<file path="config.mk">
export PLATFORM = sky130hd
export DESIGN_NAME = demo_req_arb
export DESIGN_NICKNAME = d
export VERILOG_FILES = /design/src/rtl/demo_arb_pkg.sv /design/src/rtl/demo_rr_grant.sv /design/src/rtl/demo_req_arb.sv
export SDC_FILE = /design/constraint.sdc
export NUM_CORES = 1
export LEC_CHECK = 0
export ABC_AREA = 0
export CORE_MARGIN = 3
export CORE_UTILIZATION = 42
export DETAILED_ROUTE_END_ITERATION = 7
export PLACE_DENSITY = 0.87
export SETUP_SLACK_MARGIN = 0.5
export SYNTH_ARGS = -nofsm -noshare
export SYNTH_HDL_FRONTEND = slang
export SYNTH_SLANG_ARGS = --single-unit
</file>
<file path="constraint.sdc">
create_clock -name clk -period 8.05 [get_ports clk]
set_clock_uncertainty 0.1 [all_clocks]
set_input_delay 1.61 -clock clk [delete_from_list [all_inputs] [get_ports clk]]
set_output_delay 1.61 -clock clk [all_outputs]
set_load 0.01 [all_outputs]
</file>
<file path="src/rtl/demo_arb_pkg.sv">
// Shared types and the round-robin pick function for the demo request arbiter.
// ID fields are sized for the largest supported requester count (8).
package demo_arb_pkg;

  localparam int MAX_REQ = 8;
  localparam int ID_W    = $clog2(MAX_REQ);

  typedef enum logic [1:0] {
    IDLE  = 2'd0,
    RUN   = 2'd1,
    DRAIN = 2'd2
  } state_t;

  typedef struct packed {
    logic            vld;
    logic [ID_W-1:0] id;
  } pipe_ent_t;

  // Returns {found, index}: first set bit of eligible at or after ptr, wrapping at n.
  function automatic logic [ID_W:0] rr_pick(input logic [MAX_REQ-1:0] eligible,
                                            input logic [ID_W-1:0]    ptr,
                                            input int                 n);
    logic            found;
    logic [ID_W-1:0] win;
    logic [ID_W+1:0] idx;
    found = 1'b0;
    win   = '0;
    for (int k = 0; k < MAX_REQ; k++) begin
      idx = {2'b00, ptr} + (ID_W+2)'(k);
      if (idx >= (ID_W+2)'(n)) idx = idx - (ID_W+2)'(n);
      if ((k < n) && !found && eligible[idx[ID_W-1:0]]) begin
        found = 1'b1;
        win   = idx[ID_W-1:0];
      end
    end
    return {found, win};
  endfunction

endpackage

</file>
<file path="src/rtl/demo_rr_grant.sv">
// Round-robin grant: combinational one-hot pick from the pointer, zero latency.
// No backpressure of its own; the pointer only advances past a granted index.
module demo_rr_grant
  import demo_arb_pkg::*;
#(
  parameter int NUM_REQ = 4
) (
  input  logic               clk,
  input  logic               rst,
  input  logic [NUM_REQ-1:0] eligible,
  input  logic               gnt_en,
  output logic [NUM_REQ-1:0] gnt,
  output logic               gnt_vld,
  output logic [ID_W-1:0]    gnt_id
);

  logic [ID_W-1:0] rr_ptr;
  logic [ID_W:0]   pick;

  always_comb begin
    pick    = rr_pick(MAX_REQ'(eligible), rr_ptr, NUM_REQ);
    gnt_vld = gnt_en & pick[ID_W];
    gnt_id  = pick[ID_W-1:0];
    gnt     = '0;
    for (int i = 0; i < NUM_REQ; i++) begin
      gnt[i] = gnt_vld && (gnt_id == ID_W'(i));
    end
  end

  always_ff @(posedge clk) begin
    if (rst) begin
      rr_ptr <= '0;
    end else if (gnt_vld) begin
      rr_ptr <= (gnt_id == ID_W'(NUM_REQ-1)) ? '0 : gnt_id + 1'b1;
    end
  end

endmodule

</file>
<file path="src/rtl/demo_req_arb.sv">
// Shares one fixed-latency datapath among NUM_REQ requesters; issue T -> response T+DUT_LAT+2.
// One grant per cycle with no stall on response retire; grants stop outside RUN.
module demo_req_arb
  import demo_arb_pkg::*;
#(
  parameter int NUM_REQ    = 4,
  parameter int ADDR_WIDTH = 8,
  parameter int DATA_WIDTH = 16,
  parameter int DUT_LAT    = 1,
  parameter int CNT_WIDTH  = 16
) (
  input  logic                          clk,
  input  logic                          rst,
  input  logic                          cfg_en,
  input  logic [NUM_REQ-1:0]            cfg_mask,
  input  logic [NUM_REQ-1:0]            req_vld,
  output logic [NUM_REQ-1:0]            req_rdy,
  input  logic [NUM_REQ*ADDR_WIDTH-1:0] req_addr,
  input  logic [NUM_REQ*DATA_WIDTH-1:0] req_data,
  output logic                          dut_vld_i,
  output logic [ADDR_WIDTH-1:0]         dut_addr_i,
  output logic [DATA_WIDTH-1:0]         dut_data_i,
  input  logic                          dut_vld_o,
  input  logic [3:0]                    dut_result,
  input  logic [ADDR_WIDTH-1:0]         dut_addr_o,
  input  logic [DATA_WIDTH-1:0]         dut_data_o,
  output logic [NUM_REQ-1:0]            rsp_vld,
  output logic [NUM_REQ-1:0]            rsp_err,
  output logic [3:0]                    rsp_result,
  output logic [ADDR_WIDTH-1:0]         rsp_addr,
  output logic [DATA_WIDTH-1:0]         rsp_data,
  output logic                          busy,
  output logic                          drain_done,
  output logic [CNT_WIDTH-1:0]          issue_cnt,
  output logic [CNT_WIDTH-1:0]          drop_cnt,
  output logic                          spurious_err
);

  localparam int PIPE_D = DUT_LAT + 1;

  state_t                state;
  logic [NUM_REQ-1:0]    eligible;
  logic [NUM_REQ-1:0]    gnt;
  logic                  gnt_vld;
  logic [ID_W-1:0]       gnt_id;
  logic [ADDR_WIDTH-1:0] sel_addr;
  logic [DATA_WIDTH-1:0] sel_data;
  pipe_ent_t             pipe [PIPE_D];
  pipe_ent_t             head;

  assign eligible = req_vld & cfg_mask;
  assign req_rdy  = gnt;
  assign head     = pipe[PIPE_D-1];

  demo_rr_grant #(
    .NUM_REQ (NUM_REQ)
  ) u_grant (
    .clk      (clk),
    .rst      (rst),
    .eligible (eligible),
    .gnt_en   (state == RUN),
    .gnt      (gnt),
    .gnt_vld  (gnt_vld),
    .gnt_id   (gnt_id)
  );

  // Grant is one-hot, so an OR-mux selects the winner's payload.
  always_comb begin
    sel_addr = '0;
    sel_data = '0;
    for (int i = 0; i < NUM_REQ; i++) begin
      if (gnt[i]) begin
        sel_addr = sel_addr | req_addr[i*ADDR_WIDTH +: ADDR_WIDTH];
        sel_data = sel_data | req_data[i*DATA_WIDTH +: DATA_WIDTH];
      end
    end
  end

  always_comb begin
    busy = 1'b0;
    for (int i = 0; i < PIPE_D; i++) begin
      busy = busy | pipe[i].vld;
    end
  end

  always_ff @(posedge clk) begin
    if (rst) begin
      state      <= IDLE;
      drain_done <= 1'b0;
    end else begin
      drain_done <= 1'b0;
      case (state)
        IDLE:    if (cfg_en) state <= RUN;
        RUN:     if (!cfg_en) state <= DRAIN;
        DRAIN: begin
          if (cfg_en) begin
            state <= RUN;
          end else if (!busy) begin
            state      <= IDLE;
            drain_done <= 1'b1;
          end
        end
        default: state <= IDLE;
      endcase
    end
  end

  always_ff @(posedge clk) begin
    if (rst) begin
      dut_vld_i  <= 1'b0;
      dut_addr_i <= '0;
      dut_data_i <= '0;
      issue_cnt  <= '0;
    end else begin
      dut_vld_i  <= gnt_vld;
      dut_addr_i <= sel_addr;
      dut_data_i <= sel_data;
      if (gnt_vld && (issue_cnt != '1)) issue_cnt <= issue_cnt + 1'b1;
    end
  end

  // Tracking pipe mirrors the datapath latency so the head lines up with dut_vld_o.
  always_ff @(posedge clk) begin
    if (rst) begin
      for (int i = 0; i < PIPE_D; i++) pipe[i] <= '0;
    end else begin
      pipe[0] <= '{vld: gnt_vld, id: gnt_id};
      for (int i = 1; i < PIPE_D; i++) pipe[i] <= pipe[i-1];
    end
  end

  always_ff @(posedge clk) begin
    if (rst) begin
      rsp_vld      <= '0;
      rsp_err      <= '0;
      rsp_result   <= '0;
      rsp_addr     <= '0;
      rsp_data     <= '0;
      drop_cnt     <= '0;
      spurious_err <= 1'b0;
    end else begin
      for (int i = 0; i < NUM_REQ; i++) begin
        rsp_vld[i] <= head.vld &&  dut_vld_o && (head.id == ID_W'(i));
        rsp_err[i] <= head.vld && !dut_vld_o && (head.id == ID_W'(i));
      end
      if (head.vld && dut_vld_o) begin
        rsp_result <= dut_result;
        rsp_addr   <= dut_addr_o;
        rsp_data   <= dut_data_o;
      end else begin
        rsp_result <= '0;
        rsp_addr   <= '0;
        rsp_data   <= '0;
      end
      if (head.vld && !dut_vld_o && (drop_cnt != '1)) drop_cnt <= drop_cnt + 1'b1;
      if (!head.vld && dut_vld_o) spurious_err <= 1'b1;
    end
  end

endmodule
</file>
# Word-level counts from Yosys, hierarchy flattened
# Memories as Yosys holds them, arrays and structs flattened.
# Index checks and enable logic that the tools add are counted.
[word_totals]
regBits = 100
ram_bits = 8
inputBits = 136
output_inout_bits = 100
wordCells = 130
memories = 1
[classes]
add_sub_neg = 10
order_cmp = 8
eq_ne = 13
n_mux = 40
bitwise_logic = 13
n_reduce_logical = 31
[memory_table]
columns = ["name", "words", "width", "rd", "rd_ports_with_merged_regs", "wr", "line_no", "text"]
rows = [
  ["pipe", 2, 4, 2, 0, 2, "demo_req_arb.sv:48", "pipe_ent_t pipe [PIPE_D];"],
]
[op_table]
columns = ["op", "n"]
rows = [
  ["16-bit 2-to-1 mux", 4],
  ["16-bit bitwise OR", 3],
  ["16-bit by 1-bit adder with 16-bit output (second input constant)", 2],
  ["8-bit 2-to-1 mux", 4],
  ["16-bit inequality test (second input constant)", 2],
  ["3-bit 2-to-1 mux", 9],
  ["8-bit bitwise OR", 3],
  ["1-bit logical AND", 20],
  ["3-bit by 4-bit less-than comparator with 1-bit output (second input constant)", 4],
  ["1-bit binary-select mux with 3-bit select", 4],
  ["3-bit by 2-bit equality test with 1-bit output (second input constant)", 4],
  ["4-bit by 3-bit >= comparator with 1-bit output (second input constant)", 3],
  ["1-bit 2-to-1 mux", 12],
  ["3-bit subtractor (second input constant)", 4],
  ["3-bit by 2-bit adder with 4-bit output (second input constant)", 2],
  ["2-bit 2-to-1 mux", 4],
  ["4-bit 2-to-1 mux", 2],
  ["3-bit by 1-bit equality test with 1-bit output (second input constant)", 2],
  ["3-bit logical NOT", 2],
  ["2-bit case mux with 3 select lines", 1],
  ["1-bit logical NOT", 5],
  ["3-bit by 1-bit adder with 4-bit output (second input constant)", 1],
  ["4-bit bitwise AND", 1],
  ["2-bit inequality test (second input constant)", 2],
  ["12 further kinds", 15],
]

# Depth between registers and ports, before layout
[depth]
depth_word = 23
depth_mapped = 14
mapped_depth_nobuf = 11

# Hierarchy
# A second synthesis with hierarchy kept.
[hier_totals]
cells_unflattened = 474
area_unflattened_um2 = 4554.4
[modules_own_cells]
columns = ["module", "n_inst", "cells_each", "area_each_um2", "seq_area_each_um2"]
rows = [
  ["demo_req_arb", 1, 415, 4026.4, 2082.0],
  ["demo_rr_grant", 1, 59, 528.0, 60.1],
]

# Worst setup path before layout
# OpenSTA, ideal clock, no wires.
[synth_timing]
path_type = "input -> output"
from = "input port req_vld[2]"
to = "output port req_rdy[3]"
arrival_ns = 3.817
t_required_ns = 6.340
slack_ns = 2.523
stages = 10
path_buffers = 2
path_cell_list = "and2_1 > mux4_2 > a221o_1 > nor2_1 > a2bb2oi_1 > inv_1 > ha_1 > clkbuf_1 > clkbuf_1 > and2_1"
[synth_between]
elab_chain_len = 15
[synth_lines]
columns = ["item", "line_no", "text"]
rows = [
  ["start: declaration", "demo_req_arb.sv:16", "input logic [NUM_REQ-1:0] req_vld,"],
  ["4-bit bitwise AND *", "demo_req_arb.sv:51", "assign eligible = req_vld & cfg_mask;"],
  ["1-bit binary-select mux with 3-bit select", "demo_arb_pkg.sv:31", "if ((k < n) && !found && eligible[idx[ID_W-1:0]]) begin"],
  ["1-bit 2-to-1 mux (implied by the code)", "demo_arb_pkg.sv:31", ""],
  ["1-bit 2-to-1 mux", "demo_arb_pkg.sv:31", ""],
  ["1-bit logical NOT", "demo_arb_pkg.sv:31", ""],
  ["1-bit logical AND", "demo_arb_pkg.sv:31", ""],
  ["1-bit 2-to-1 mux", "demo_arb_pkg.sv:31", ""],
  ["1-bit logical NOT", "demo_arb_pkg.sv:31", ""],
  ["1-bit logical AND", "demo_arb_pkg.sv:31", ""],
  ["1-bit 2-to-1 mux", "demo_arb_pkg.sv:31", ""],
  ["1-bit logical NOT", "demo_arb_pkg.sv:31", ""],
  ["1-bit logical AND", "demo_arb_pkg.sv:31", ""],
  ["3-bit 2-to-1 mux *", "demo_arb_pkg.sv:31", ""],
  ["net gnt_id[1]", "demo_req_arb.sv:45", "logic [ID_W-1:0] gnt_id;"],
  ["3-bit by 2-bit equality test with 1-bit output *", "demo_rr_grant.sv:26", "gnt[i] = gnt_vld && (gnt_id == ID_W'(i));"],
  ["1-bit logical AND *", "demo_rr_grant.sv:26", ""],
  ["end: declaration", "demo_req_arb.sv:17", "output logic [NUM_REQ-1:0] req_rdy,"],
]
# Mark *: on every way through the listed nets, which the timed path passes. The rest lies on a longest branch. The select of a mux whose other input is x is not followed.

# Worst setup path in the final report
[layout_timing]
from = "input port req_vld[1]"
to = "output port req_rdy[3]"
# The elaborated chain is that of the path after synthesis.

==> results.toml <==
[cells_and_area]
area_growth_pct = 60.0
antenna_cells = 0
num-fill-cells = 780
drive_gt1_share_pct = 3.89
nNetsFinal = 833
utilization_pct = 70.4

[die]
row_count = 36
initial_core_util_pct = 44.0
coreArea_um2 = 9950
chipWidth_um = 108
fp.dieH_um = 108
ios = 236
fp.dieArea_um2 = 11700

[synthesis]
synth_compound_area_share_pct = 17.8
synth.distinct_cells = 48
synth-edff-count = 0
yosysWarnings = 0
synth_sequential_area_ratio_pct = 48.9
syn_avg_cell_area_um2 = 9.38
ys_ff_latch = 107
syn-instance-count = 467
async_reset_ff_share_pct = 0
synth_area_um2 = 4380
synth_xor_area_share_pct = 3.00
synth_top_family_by_area = "simple AND/OR/NAND/NOR gates"
synth-simple-area-share_pct = 21.6
syn_nets = 611
synthAdderAreaFrac_pct = 2.28
ys.flop_type = "dfxtp_1"
synth.area.mux_share_pct = 2.60

[pwr]
p_sw_mw = 0.335
vdd_ir_drop_max_mv = 0.103
power.internal_mw = 0.838
leakagePower_nw = 2.53
power_frac_clock_pct = 28.6
switching_share_pct = 28.6
combPwrFrac_pct = 24.2
pwr-share-seq_pct = 47.3
p_per_area_nw_per_um2 = 167

[worst_setup_path]
crit_path_start_kind = "primary input"
path_max_fanout = 27
arrival_ns = 5.12
worstPathRequired_ns = 6.34
crit_type = "primary input to output port"
worstSetupEndpointType = "output port"

[run]
cap_violations = 0

[timing]
worst_slack_ns = 1.22
setup_viol = 0
finalCriticalPeriod_ns = 6.83
tns_ns = 0
finalHoldViolCount = 0
timing.final.crit_share_pct = 84.9
rsz0062_at_grt = "false"
drv_slew = 0
slew_headroom_pct = 34.0
tightestPinTransition_ns = 0.989
hold_ws_ns = 0.345
fmax_ghz = 0.146

[placed_design]
port_buffers = 235
gp_congestion = 0.868
dp.final_hpwl_um = 11100
pre_cts_ws_ns = 1.24

[global_route]
grt_pass1_vias = 4423
antenna_found_initial = 0
gr-total-overflow = 0
grt_pass1_wl_um = 22000
grt_usage_pct = 23.8
grt_start_max_net_pins = 48

[clock_network]
cts_max_level = 3
cts_made_buffers = 9
cts.path.max_buffers = 2
holdBufCountCts = 0
postCtsResizedCells = 0
path_clk_slew_ns = 0.10
tritoncts = "done"
insertion_delay_ns = 0.35
cts_num_sinks = 107
clockRootBuffer = "clkbuf_8"
post-cts-setup-buffer-count = 0

[drt]
viasPerCell = 5.28
vias = 4369
drtPass1Iterations = 5
ant_nets = 0
drt_iter0_drc = 296
wire_per_inst_um = 17.1
drt-total-wl_um = 14200
route.detailed.drc = 0

[worst_hold_path]
hold_class = "flip-flop to flip-flop"

[outcome]
status = "completed"
-- cells in the final DEF (no fill, tap or decap), types with 9 or more instances in the layout --
| cell | count |
|---|---|
| a21oi_1 | 38 |
| xor2_1 | 12 |
| and3_1 | 9 |
| clkbuf_8 | 9 |
| clkdlybuf4s50_1 | 235 |
| and2_1 | 40 |
| inv_1 | 11 |
| dfxtp_1 | 107 |
| nand3_1 | 15 |
| a22oi_1 | 49 |
| nand4_1 | 9 |
| nor2b_1 | 11 |
| nor2_1 | 35 |
| nand2_1 | 18 |
-- worst paths after layout --
| path | startpoint | endpoint | slack [ns] | cells after the start |
|---|---|---|---|---|
| worst max-delay path | req_vld[1] | req_rdy[3] | 1.22 | 10 |
| worst min-delay path | pipe[0][1] | pipe[0][5] | 0.35 | 1 |
| worst max register to register | u_grant.rr_ptr[0] | dut_data_i[8] | 4.20 | 10 |
| worst min register to register | pipe[0][1] | pipe[0][5] | 0.35 | 1 |
-- routing by layer --
metal | up-vias | share of wire [%] | GRT usage, %
met1 | 2041 | 38 | 27.2
met4 | 0 | 1.7 | 5.95
li1 | 2118 | - | -
met3 | 18 | 8.0 | 8.06
met2 | 192 | 53 | 42.5
met5 | - | 0 | 0
-- metrics by stage --
step           std cells  instance area (µm²)  total power [mW]
5_1_grt              827                 7010              1.23
6_report             827                 7010              1.17
3_3_place_gp         811                 6800             0.836
4_1_cts              827                 7010              1.18
3_5_place_dp         811                 6800             0.848
2_1_floorplan        467                 4380             0.718
-- synth_stat cells, drive strengths merged (6+ instances only) --
library cell / n / area [µm²]
dfxtp: 107 / 2140
a22oi: 49 / 368
and2: 40 / 250
a21oi: 38 / 190
nor2: 35 / 131
clkbuf: 21 / 78.8
nand2: 18 / 67.6
nand3: 15 / 75.1
inv: 12 / 45.0
xor2: 12 / 105
nor2b: 11 / 68.8
and3: 9 / 56.3
nand4: 9 / 56.3
ha: 8 / 100
nor3: 8 / 40.0
o31ai: 8 / 60.1
o21ai: 7 / 38.8
or4: 7 / 52.6
buf: 6 / 41.3
nor4: 6 / 37.5
or3: 6 / 37.5
-- power by group through the flow --
stage	clock, mW	combinational (mW)	sequential [mW]
finish	0.335	0.284	0.555
CTS	0.347	0.283	0.555
detailed placement	0	0.281	0.567
floorplan	0	0.150	0.568
global placement	0	0.270	0.566
global route	0.369	0.309	0.557
-- area by class of cell --
cell class	count	area [µm²]	share of cell area (%)
inverters	12	45.0	0.643
well taps	133	166	2.37
clock buffers	9	124	1.77
multi-input cells	321	2070	29.6
clock inverters	7	83.8	1.20
repair buffers	238	2370	33.9
flip-flops and latches	107	2140	30.6
-- critical path, stage by stage --
cell and delay [ns]:
clkdlybuf4s50_1 0.43, and2_1 0.19, mux4_2 0.49, a221o_1 0.42, nor2_1 0.12, a2bb2oi_1 0.15
inv_1 0.12, ha_1 0.81, and2_1 0.23, clkdlybuf4s50_1 0.53
-- kinds of logic after synthesis --
group,count (synthesis)
other cells,1
mux,8
simple gates,174
xor+xnor,15
compound gates,115
buf+inv,39
flops,107
fa+ha+maj,8
-- state kept, by name, indices dropped and copies added (netlist names) --
signal,cells
dut_addr_i,8
rsp_result,4
drop_cnt,16
issue_cnt,16
rsp_vld,4
pipe,8
rsp_data,16
spurious_err,1
rsp_addr,8
dut_data_i,16
u_grant.rr_ptr,3
state,2
rsp_err,4
drain_done,1
No activity file was read; power rests on OpenSTA's default activity.
